===== config.mk =====
export PLATFORM = sky130hd
export DESIGN_NAME = mult_unit_seq
export DESIGN_NICKNAME = d
export VERILOG_FILES = /design/src/rtl/mult_unit_seq.sv
export SDC_FILE = /design/constraint.sdc
export NUM_CORES = 1
export LEC_CHECK = 0
export BUFFER_PORTS_ARGS = -buffer_cell sky130_fd_sc_hd__buf_2
export CAP_MARGIN = 15
export CORE_ASPECT_RATIO = 1.5
export CORE_MARGIN = 1
export CORE_UTILIZATION = 45
export DETAILED_ROUTE_END_ITERATION = 8
export GPL_ROUTABILITY_DRIVEN = 0
export HOLD_SLACK_MARGIN = 0.02
export PLACE_DENSITY = 0.62
export SYNTH_ARGS = -nofsm -noshare
export SYNTH_HDL_FRONTEND = slang
export SYNTH_SLANG_ARGS = --single-unit

===== constraint.sdc =====
create_clock -name clk -period 3.7 [get_ports clk]
set_clock_uncertainty 0.1 [all_clocks]
set_input_delay 0.185 -clock clk [delete_from_list [all_inputs] [get_ports clk]]
set_output_delay 0.185 -clock clk [all_outputs]
set_load 0.02 [all_outputs]

===== src/rtl/mult_unit_seq.sv =====
// Iterative radix-2 shift-add multiplier with architectural HI/LO registers.
// Signed operands are reduced to magnitudes on entry and the sign is
// reapplied in a single fix-up cycle, so the iterative core is unsigned only.
module mult_unit_seq #(
    parameter int WIDTH = 32,
    parameter int CNT_W = 6
) (
    input  logic             clk,
    input  logic             reset,
    input  logic             start_mult,
    input  logic             mult_sign,
    input  logic [WIDTH-1:0] srca_e,
    input  logic [WIDTH-1:0] srcb_e,
    output logic             mult_busy,
    output logic             mult_done,
    output logic [WIDTH-1:0] prod_hi,
    output logic [WIDTH-1:0] prod_lo
);

    localparam int PW = 2 * WIDTH;

    typedef enum logic [1:0] {
        IDLE = 2'd0,
        RUN  = 2'd1,
        FIX  = 2'd2
    } state_t;

    state_t             state_reg, state_next;
    logic [CNT_W-1:0]   cnt_reg, cnt_next;
    logic [PW:0]        acc_reg, acc_next;
    logic [WIDTH-1:0]   mcand_reg, mcand_next;
    logic [WIDTH-1:0]   mplier_reg, mplier_next;
    logic               neg_reg, neg_next;
    logic [WIDTH-1:0]   hi_reg, hi_next;
    logic [WIDTH-1:0]   lo_reg, lo_next;
    logic               done_reg, done_next;

    // Operand magnitudes; the most negative value maps to 2^(WIDTH-1),
    // which is still exact as an unsigned WIDTH-bit number.
    logic [WIDTH-1:0]   abs_a, abs_b;
    logic [WIDTH:0]     sum;
    logic [PW-1:0]      result;

    assign abs_a = (mult_sign && srca_e[WIDTH-1]) ? (~srca_e + WIDTH'(1)) : srca_e;
    assign abs_b = (mult_sign && srcb_e[WIDTH-1]) ? (~srcb_e + WIDTH'(1)) : srcb_e;

    // Upper half of the accumulator plus the multiplicand when the current
    // multiplier bit is set; the extra accumulator bit catches the carry.
    assign sum = acc_reg[PW:WIDTH] + {1'b0, (mplier_reg[0] ? mcand_reg : '0)};

    // Sign fix-up of the finished magnitude product.
    assign result = neg_reg ? (~acc_reg[PW-1:0] + PW'(1)) : acc_reg[PW-1:0];

    // State and datapath registers; reset discards any operation in flight.
    always_ff @(posedge clk) begin
        if (reset) begin
            state_reg  <= IDLE;
            cnt_reg    <= '0;
            acc_reg    <= '0;
            mcand_reg  <= '0;
            mplier_reg <= '0;
            neg_reg    <= 1'b0;
            hi_reg     <= '0;
            lo_reg     <= '0;
            done_reg   <= 1'b0;
        end else begin
            state_reg  <= state_next;
            cnt_reg    <= cnt_next;
            acc_reg    <= acc_next;
            mcand_reg  <= mcand_next;
            mplier_reg <= mplier_next;
            neg_reg    <= neg_next;
            hi_reg     <= hi_next;
            lo_reg     <= lo_next;
            done_reg   <= done_next;
        end
    end

    // Next-state and datapath control: accept in IDLE, iterate in RUN,
    // sign-correct and publish HI/LO in FIX.
    always_comb begin
        state_next  = state_reg;
        cnt_next    = cnt_reg;
        acc_next    = acc_reg;
        mcand_next  = mcand_reg;
        mplier_next = mplier_reg;
        neg_next    = neg_reg;
        hi_next     = hi_reg;
        lo_next     = lo_reg;
        done_next   = 1'b0;

        unique case (state_reg)
            IDLE: begin
                if (start_mult) begin
                    mcand_next  = abs_a;
                    mplier_next = abs_b;
                    neg_next    = mult_sign & (srca_e[WIDTH-1] ^ srcb_e[WIDTH-1]);
                    acc_next    = '0;
                    cnt_next    = '0;
                    state_next  = RUN;
                end
            end
            RUN: begin
                acc_next    = {1'b0, sum, acc_reg[WIDTH-1:1]};
                mplier_next = {1'b0, mplier_reg[WIDTH-1:1]};
                cnt_next    = cnt_reg + CNT_W'(1);
                if (cnt_reg == CNT_W'(WIDTH - 1)) begin
                    state_next = FIX;
                end
            end
            FIX: begin
                hi_next    = result[PW-1:WIDTH];
                lo_next    = result[WIDTH-1:0];
                done_next  = 1'b1;
                state_next = IDLE;
            end
            default: begin
                state_next = IDLE;
            end
        endcase
    end

    assign mult_busy = (state_reg != IDLE);
    assign mult_done = done_reg;
    assign prod_hi   = hi_reg;
    assign prod_lo   = lo_reg;

endmodule


Yosys cells after proc, flatten, opt, wreduce, memory -nomap -nowiden
Index checks and enable logic that the tools add are counted.

storage, ports and cells
  bits in registers = 203
  bits in latches = 0
  RAM bits = 0
  bits in read-only memories = 0
  input bits = 68
  output and inout port bits = 66
  word-level logic and storage cells = 46
  memories kept = 0

cells by class
  $add $sub $neg = 5
  multiply operators = 0
  div/mod/pow operators = 0
  order comparisons = 0
  eq/ne operators = 5
  shifts and indexed selects = 0
  multiplexer cells = 14
  bitwise operators = 5
  reduce and logical (&&, ||, !) cells = 8

operator list
  cell                     count
  $pmux W65 S2             1
  $mux W32                 4
  $mux W65                 1
  $add A32 B1 Y32 const B  2
  $add A64 B1 Y64 const B  1
  $mux W64                 1
  $not A32 Y32             2
  $not A64 Y64             1
  $pmux W32 S2             1
  $add A33 B32 Y33         1
  $pmux W6 S2              1
  $add A6 B1 Y6 const B    1
  $eq A6 B5 Y1 const B     1
  $mux W6                  1
  $reduce_and A2 Y1        3
  $mux W2                  2
  $ne A2 B2 Y1 const B     2
  $pmux W2 S2              1
  $reduce_bool A2 Y1       2
  $eq A2 B1 Y1 const B     1
  $eq A2 B2 Y1 const B     1
  $logic_and A1 B1 Y1      2
  $logic_not A2 Y1         1
  $and A1 B1 Y1            1
  other kinds (2)          2

Logic depth before layout (Yosys ltp)
Gate-level depths: netlist of the first run.

  word-level depth = 5
  depth in mapped cells = 13
  gate-level depth less buffers = 12

Worst setup path before layout of the first run
OpenSTA, ideal clock, no wires.

  path kind = flip-flop to flip-flop
  start = reg mplier_reg[0]
  end = reg acc_reg[59]
  library setup time = 127 ps
  arrival time = 2853 ps
  required time = 3473 ps
  slack = 620 ps
  stages on the path, launching flop included = 14
  path buffers = 1
  period minus slack after synthesis = 3080 ps
  cells stage by stage = dfxtp_1 clkbuf_1 and2_1 ha_1 inv_1 fa_1 nor2b_1 o2111ai_1 a211oi_1 nor3b_1 o211ai_1 a2bb2oi_1 nor4b_1 or3_1

on the way
  longest elaborated chain between the ends = 3

ends and longest elaborated chain
  element                 RTL line  text
  start, declared         32        logic [WIDTH-1:0] mplier_reg, mplier_next;
  start signal, assigned  71        mplier_reg <= mplier_next;
  $mux W32                49        assign sum = acc_reg[PW:WIDTH] + {1'b0, (mplier_reg[0] ? mcand_reg : '0)};
  $add A33 B32 Y33        49
  $pmux W65 S2            92        unique case (state_reg)
  end signal, assigned    69        acc_reg <= acc_next;
  end, declared           30        logic [PW:0] acc_reg, acc_next;

No other way between the ends.
A chain may end at the register's enable or synchronous reset.

Final worst setup path of the first run
Ends and elaborated chain as after synthesis.

==> results of run 1 <==
## worst register-to-register path: cells and delay by family, from the launching register on
family	cells	cell delay, ns
adder cells (fa/ha/maj)	1	0.43
buffers and inverters	1	0.24
AO/OA/AOI/OAI	4	1.11
flip-flops	1	0.32
AND/OR/NAND/NOR	5	0.97
## synthesized netlist by cell type (all sizes together) (26+ instances only)
master / count
clkbuf: 68
a211oi: 61
a22oi: 29
nand3: 30
a21oi: 103
inv: 26
nor2: 137
o21ai: 108
dfxtp: 202
o31ai: 31
a22o: 36
ha: 36
and2: 37
xor2: 93
xnor2: 46
nand2: 158
## final cells by class
class | instances | area [um2]
timing repair buffer | 220 | 1490
multi-input combinational | 1091 | 6870
fill | 2345 | 10900
clock inverter | 9 | 106
sequential | 202 | 4050
clock buffer | 28 | 602
tap | 324 | 405
inverter | 26 | 97.6
## power breakdown
part           switching, W  internal (W)
Combinational      0.000327      0.000229
Sequential        0.0000427       0.00224
Clock              0.000890       0.00128
Total               0.00126       0.00375
## per-stage QoR
step                      setup slack, ns  power [W]
after floorplan                     0.620    0.00266
after global placement              0.472    0.00282
after detailed placement            0.372    0.00283
after CTS                           0.377    0.00506
after global routing               0.0883    0.00522
final                               0.400    0.00501
## cells by family (layout without fill, tap and decap cells)
group / after synthesis / in the layout / share of synthesized area
mux: 4 / 4 / 0.00364
flops: 202 / 202 / 0.357
xor+xnor: 139 / 139 / 0.107
compound gates: 428 / 428 / 0.246
fa+ha+maj: 37 / 37 / 0.0415
simple gates: 483 / 483 / 0.206
buf+inv: 110 / 283 / 0.0392
## path summary, 6_finish.rpt
check                 from             to  slack, ns
max          mplier_reg[0]    acc_reg[59]       0.40
max reg2reg  mplier_reg[0]    acc_reg[59]       0.40
min              srcb_e[1]  mplier_reg[1]       0.05
min reg2reg   mcand_reg[0]   mcand_reg[0]       0.35
## metal layers
layer / vias up / part of all wire / track usage
li1: 5358 / - / -
met1: 4859 / 0.43 / 0.272
met2: 215 / 0.50 / 0.429
met3: 72 / 0.033 / 0.0249
met4: 0 / 0.039 / 0.0986
met5: - / 0 / 0
==> flow_metrics.py, run 1 <==
metrics = {
    "outcome": {
        "status": "finished, final reports clean",
    },
    "placement": {
        "placed_cell_area_um2": 12200,
        "io_buffers": 133,
        "dp_cells": 1797,
        "dp_hpwl_mm": 21.9,
    },
    "clock_tree": {
        "cts_hold_buf": 66,
        "clkSlewWorstSetupHoldPaths_ns": 0.06,
        "htreeDepth": 1,
        "clkSinkCount": 202,
        "postCtsSetupBuffers": 0,
        "numCtsBuffers": 21,
        "insertion_delay_ns": 0.51,
        "cts-root-buf": "clkbuf_16",
        "clockBufferDepth": 3,
        "cts_tree": "yes",
        "cts.repair.resized": 0,
    },
    "yosys": {
        "ys_seq_area_frac": 0.357,
        "synth_nets": 1508,
        "ys_types": 73,
        "yosys.area.top_type": "dfxtp_1",
        "netlist_instances": 1403,
        "ys_async_sr_fraction": 0,
        "synth_edf_count": 0,
        "synthTopCellsByArea": "dfxtp_1, xor2_1, nand2_1",
        "yosys_warnings": 0,
        "synth_top_area_share": 0.357,
        "avgSynthCellArea_um2": 8.08,
        "netlist_area_um2": 11300,
        "ys_ff_latch": 202,
        "synth_flop_cell": "dfxtp_1",
    },
    "die": {
        "die_h_um": 196,
        "start_util": 0.462,
        "ioPinCount": 134,
        "fp.coreArea_um2": 24500,
        "fp.dieArea_um2": 25800,
        "core.rowCount": 70,
        "die_w_um": 132,
    },
    "timing": {
        "finalCritPeriodShare": 0.892,
        "hold_violations": 0,
        "report.final.slew_viol_count": 0,
        "min_period_ns": 3.30,
        "tns_ns": 0,
        "rsz0062_at_grt": "false",
        "slew_headroom": 0.401,
        "hold_ws_ns": 0.0497,
        "timing.fmax_ghz": 0.303,
        "worst_pin_slew_ns": 0.898,
        "setup_viol": 0,
    },
    "drt": {
        "wl_per_cell_um": 15.9,
        "drt_pass1_iterations": 4,
        "vias": 10500,
        "ant_nets": 0,
        "drc_errors": 0,
        "avgViaCountPerCell": 5.53,
        "routed_wl_mm": 30.2,
        "drt-initial-drc-count": 456,
    },
    "critical_path": {
        "crit_buf_inv": 1,
        "cp.arrival_ns": 3.58,
        "critPathSlowestCell": "fa_1",
        "cp_top_family": "compound AO/OA/AOI/OAI gates",
        "worst_path_largest_cell_delay_ns": 0.43,
        "cp.required_ns": 3.98,
        "cp_max_fo": 32,
        "cp_num_cells": 11,
        "worstPathCellList": "buf_4, nand2_1, fa_1, nor2b_1, o2111ai_1, a211oi_1, nor3b_1, o211ai_1, a2bb2oi_1, nor4b_1, or3_1",
        "r2r_cells": 11,
        "critPathKind": "reg -> reg",
        "critPathLaunchType": "register",
        "cp-end-kind": "register",
    },
    "job": {
        "drv_cap": 0,
    },
    "final_layout": {
        "layout_commonest_cell": "dfxtp_1",
        "stdcell_count": 1900,
        "final_nets": 1667,
        "design_area_um2": 13600,
        "fin_util": 0.555,
        "syn_to_final_growth_pct": 20.1,
        "largest_register_ffs": 64,
        "antenna_cells": 0,
        "drive_gt1_frac": 0.136,
        "layout_common_cells": "dfxtp_1, nand2_1, nor2_1",
    },
    "hold_path": {
        "min_path_type": "in -> reg",
        "min_path_cells": 5,
    },
    "power": {
        "max-vdd-ir-drop_mv": 0.262,
        "power_density_nw_per_um2": 368,
        "power.leakage_nw": 5.59,
    },
    "global_route": {
        "grtUsageTotal": 0.233,
        "grt_antenna_before_repair": 0,
        "grt_pass1_vias": 10100,
        "grt_max_degree": 95,
        "overflow": 0,
        "grt_pass1_wl_mm": 49.9,
    },
}
Note: power is estimated with default switching activity, not from simulation.
==> run 2: changes to the inputs <==
==> constraint.sdc (replaced) <==
create_clock -name clk -period 3.36 [get_ports clk]
set_clock_uncertainty 0.1 [all_clocks]
set_input_delay 0.168 -clock clk [delete_from_list [all_inputs] [get_ports clk]]
set_output_delay 0.168 -clock clk [all_outputs]
set_load 0.02 [all_outputs]
==> run 2 against run 1 <==
  * Wire length shrank 0.78%
  * Clock-buffer cell count shrank 3
  * Global-route usage decreased by 0.29 points
==> flow_metrics.py, run 2 (synthesized netlist as in run 1, its figures left out) <==
metrics = {
    "power": {
        "power_density_nw_per_um2": 389,
        "max-vdd-ir-drop_mv": 0.385,
        "power.leakage_nw": 5.63,
    },
    "clock_tree": {
        "cts_tree": "yes",
        "numCtsBuffers": 21,
        "clockBufferDepth": 3,
        "clkSinkCount": 202,
        "insertion_delay_ns": 0.51,
        "cts-root-buf": "clkbuf_16",
        "htreeDepth": 1,
        "clkSlewWorstSetupHoldPaths_ns": 0.06,
    },
    "die": {
        "fp.coreArea_um2": 24500,
        "die_w_um": 132,
        "core.rowCount": 70,
        "ioPinCount": 134,
        "fp.dieArea_um2": 25800,
        "start_util": 0.462,
        "die_h_um": 196,
    },
    "timing": {
        "tns_ns": 0,
        "hold_violations": 0,
        "min_period_ns": 3.15,
        "setup_viol": 0,
        "timing.fmax_ghz": 0.318,
        "finalCritPeriodShare": 0.936,
        "rsz0062_at_grt": "false",
        "slew_headroom": 0.413,
        "worst_pin_slew_ns": 0.880,
        "report.final.slew_viol_count": 0,
    },
    "critical_path": {
        "cp.arrival_ns": 3.43,
        "cp_max_fo": 28,
        "critPathSlowestCell": "dfxtp_1",
        "critPathKind": "reg -> reg",
        "critPathLaunchType": "register",
        "cp-end-kind": "register",
        "cp.required_ns": 3.64,
        "worst_path_largest_cell_delay_ns": 0.39,
        "worstPathCellList": "buf_4, and2_1, ha_1, a21o_1, a21oi_1, a211oi_2, nor3b_2, o211ai_1, a2bb2oi_2, and4b_1, or3_1",
    },
    "drt": {
        "ant_nets": 0,
        "top_layer_used": "met4",
        "drc_errors": 0,
        "drt-met1-wl_mm": 13.0,
        "wl_met2_mm": 14.9,
        "wl_per_cell_um": 15.7,
        "avgViaCountPerCell": 5.49,
        "vias": 10500,
        "routed_wl_mm": 30.0,
        "dr_wl_met3_mm": 1.01,
        "drt_pass1_iterations": 5,
        "drt-initial-drc-count": 506,
    },
    "final_layout": {
        "antenna_cells": 0,
        "final_nets": 1680,
        "layout_common_cells": "dfxtp_1, nand2_1, nor2_1",
        "largest_register_ffs": 64,
        "syn_to_final_growth_pct": 20.5,
        "layout_commonest_cell": "dfxtp_1",
        "stdcell_count": 1910,
        "drive_gt1_frac": 0.142,
        "design_area_um2": 13700,
    },
    "placement": {
        "dp_cells": 1807,
        "dp_hpwl_mm": 21.7,
        "placed_cell_area_um2": 12300,
        "io_buffers": 133,
    },
    "global_route": {
        "grt_pass1_wl_mm": 49.0,
        "grtUsageTotal": 0.230,
        "grt_max_degree": 95,
        "overflow": 0,
        "grt_antenna_before_repair": 0,
        "grt_pass1_vias": 10000,
    },
    "job": {
        "drv_cap": 0,
    },
    "hold_path": {
        "min_path_type": "in -> reg",
    },
    "outcome": {
        "status": "finished, final reports clean",
    },
}
## run 2: final timing paths
kind / start / end / slack, ns / cells after the start
worst max-delay path: mplier_reg[0] / acc_reg[59] / 0.21 / 11
worst min-delay path: srcb_e[1] / mplier_reg[1] / 0.04 / 5
worst max register to register: mplier_reg[0] / acc_reg[59] / 0.21 / 11
worst min register to register: prod_hi[22] / prod_hi[22] / 0.35 / 2
## run 2: layout make-up
type	count	area, um2
fill	2404	10900
clock buffer	25	541
inverter	26	97.6
clock inverter	9	80.1
timing repair buffer	233	1590
multi-input combinational	1091	6900
tap	324	405
sequential	202	4050
## run 2: worst max-delay path, delay by kind of cell, from the launching register on
family	cells	cell delay [ns]
buffers and inverters	1	0.26
adders and majority gates	1	0.28
DFF	1	0.39
and+or+nand+nor	4	1.00
AOI/OAI and AO/OA	5	0.98
## run 2: metrics by stage
stage	hold slack [ns]	power [W]	setup slack [ns]	util
6_report	0.0386	0.00531	0.215	0.557
5_1_grt	0.0899	0.00554	0.00676	0.557
4_1_cts	0.0223	0.00536	0.0279	0.555
3_5_place_dp	0.345	0.00312	0.0432	0.502
3_3_place_gp	0.335	0.00311	0.146	0.502
2_1_floorplan	0.204	0.00293	0.280	-
## run 2: layer usage
| metal | vias up | GRT usage |
|---|---|---|
| met3 | 67 | 0.0219 |
| li1 | 5384 | - |
| met5 | - | 0 |
| met2 | 229 | 0.417 |
| met1 | 4798 | 0.277 |
| met4 | 0 | 0.0947 |
## run 2: where the power goes
part           internal [W]  total (W)  switching, W
sequential          0.00247    0.00251     0.0000476
clock               0.00122    0.00218      0.000959
combinational      0.000257   0.000617      0.000360
total               0.00395    0.00531       0.00137
## run 2: repair_timing
| item | in CTS | in global routing |
|---|---|---|
| endpoints found under the hold margin | 64 | 0 |
| setup endpoints to repair | 0 | 5 |
| hold buffers | 68 | 0 |
| buffers inserted | 0 | 1 |
| resized for setup | 0 | 6 |
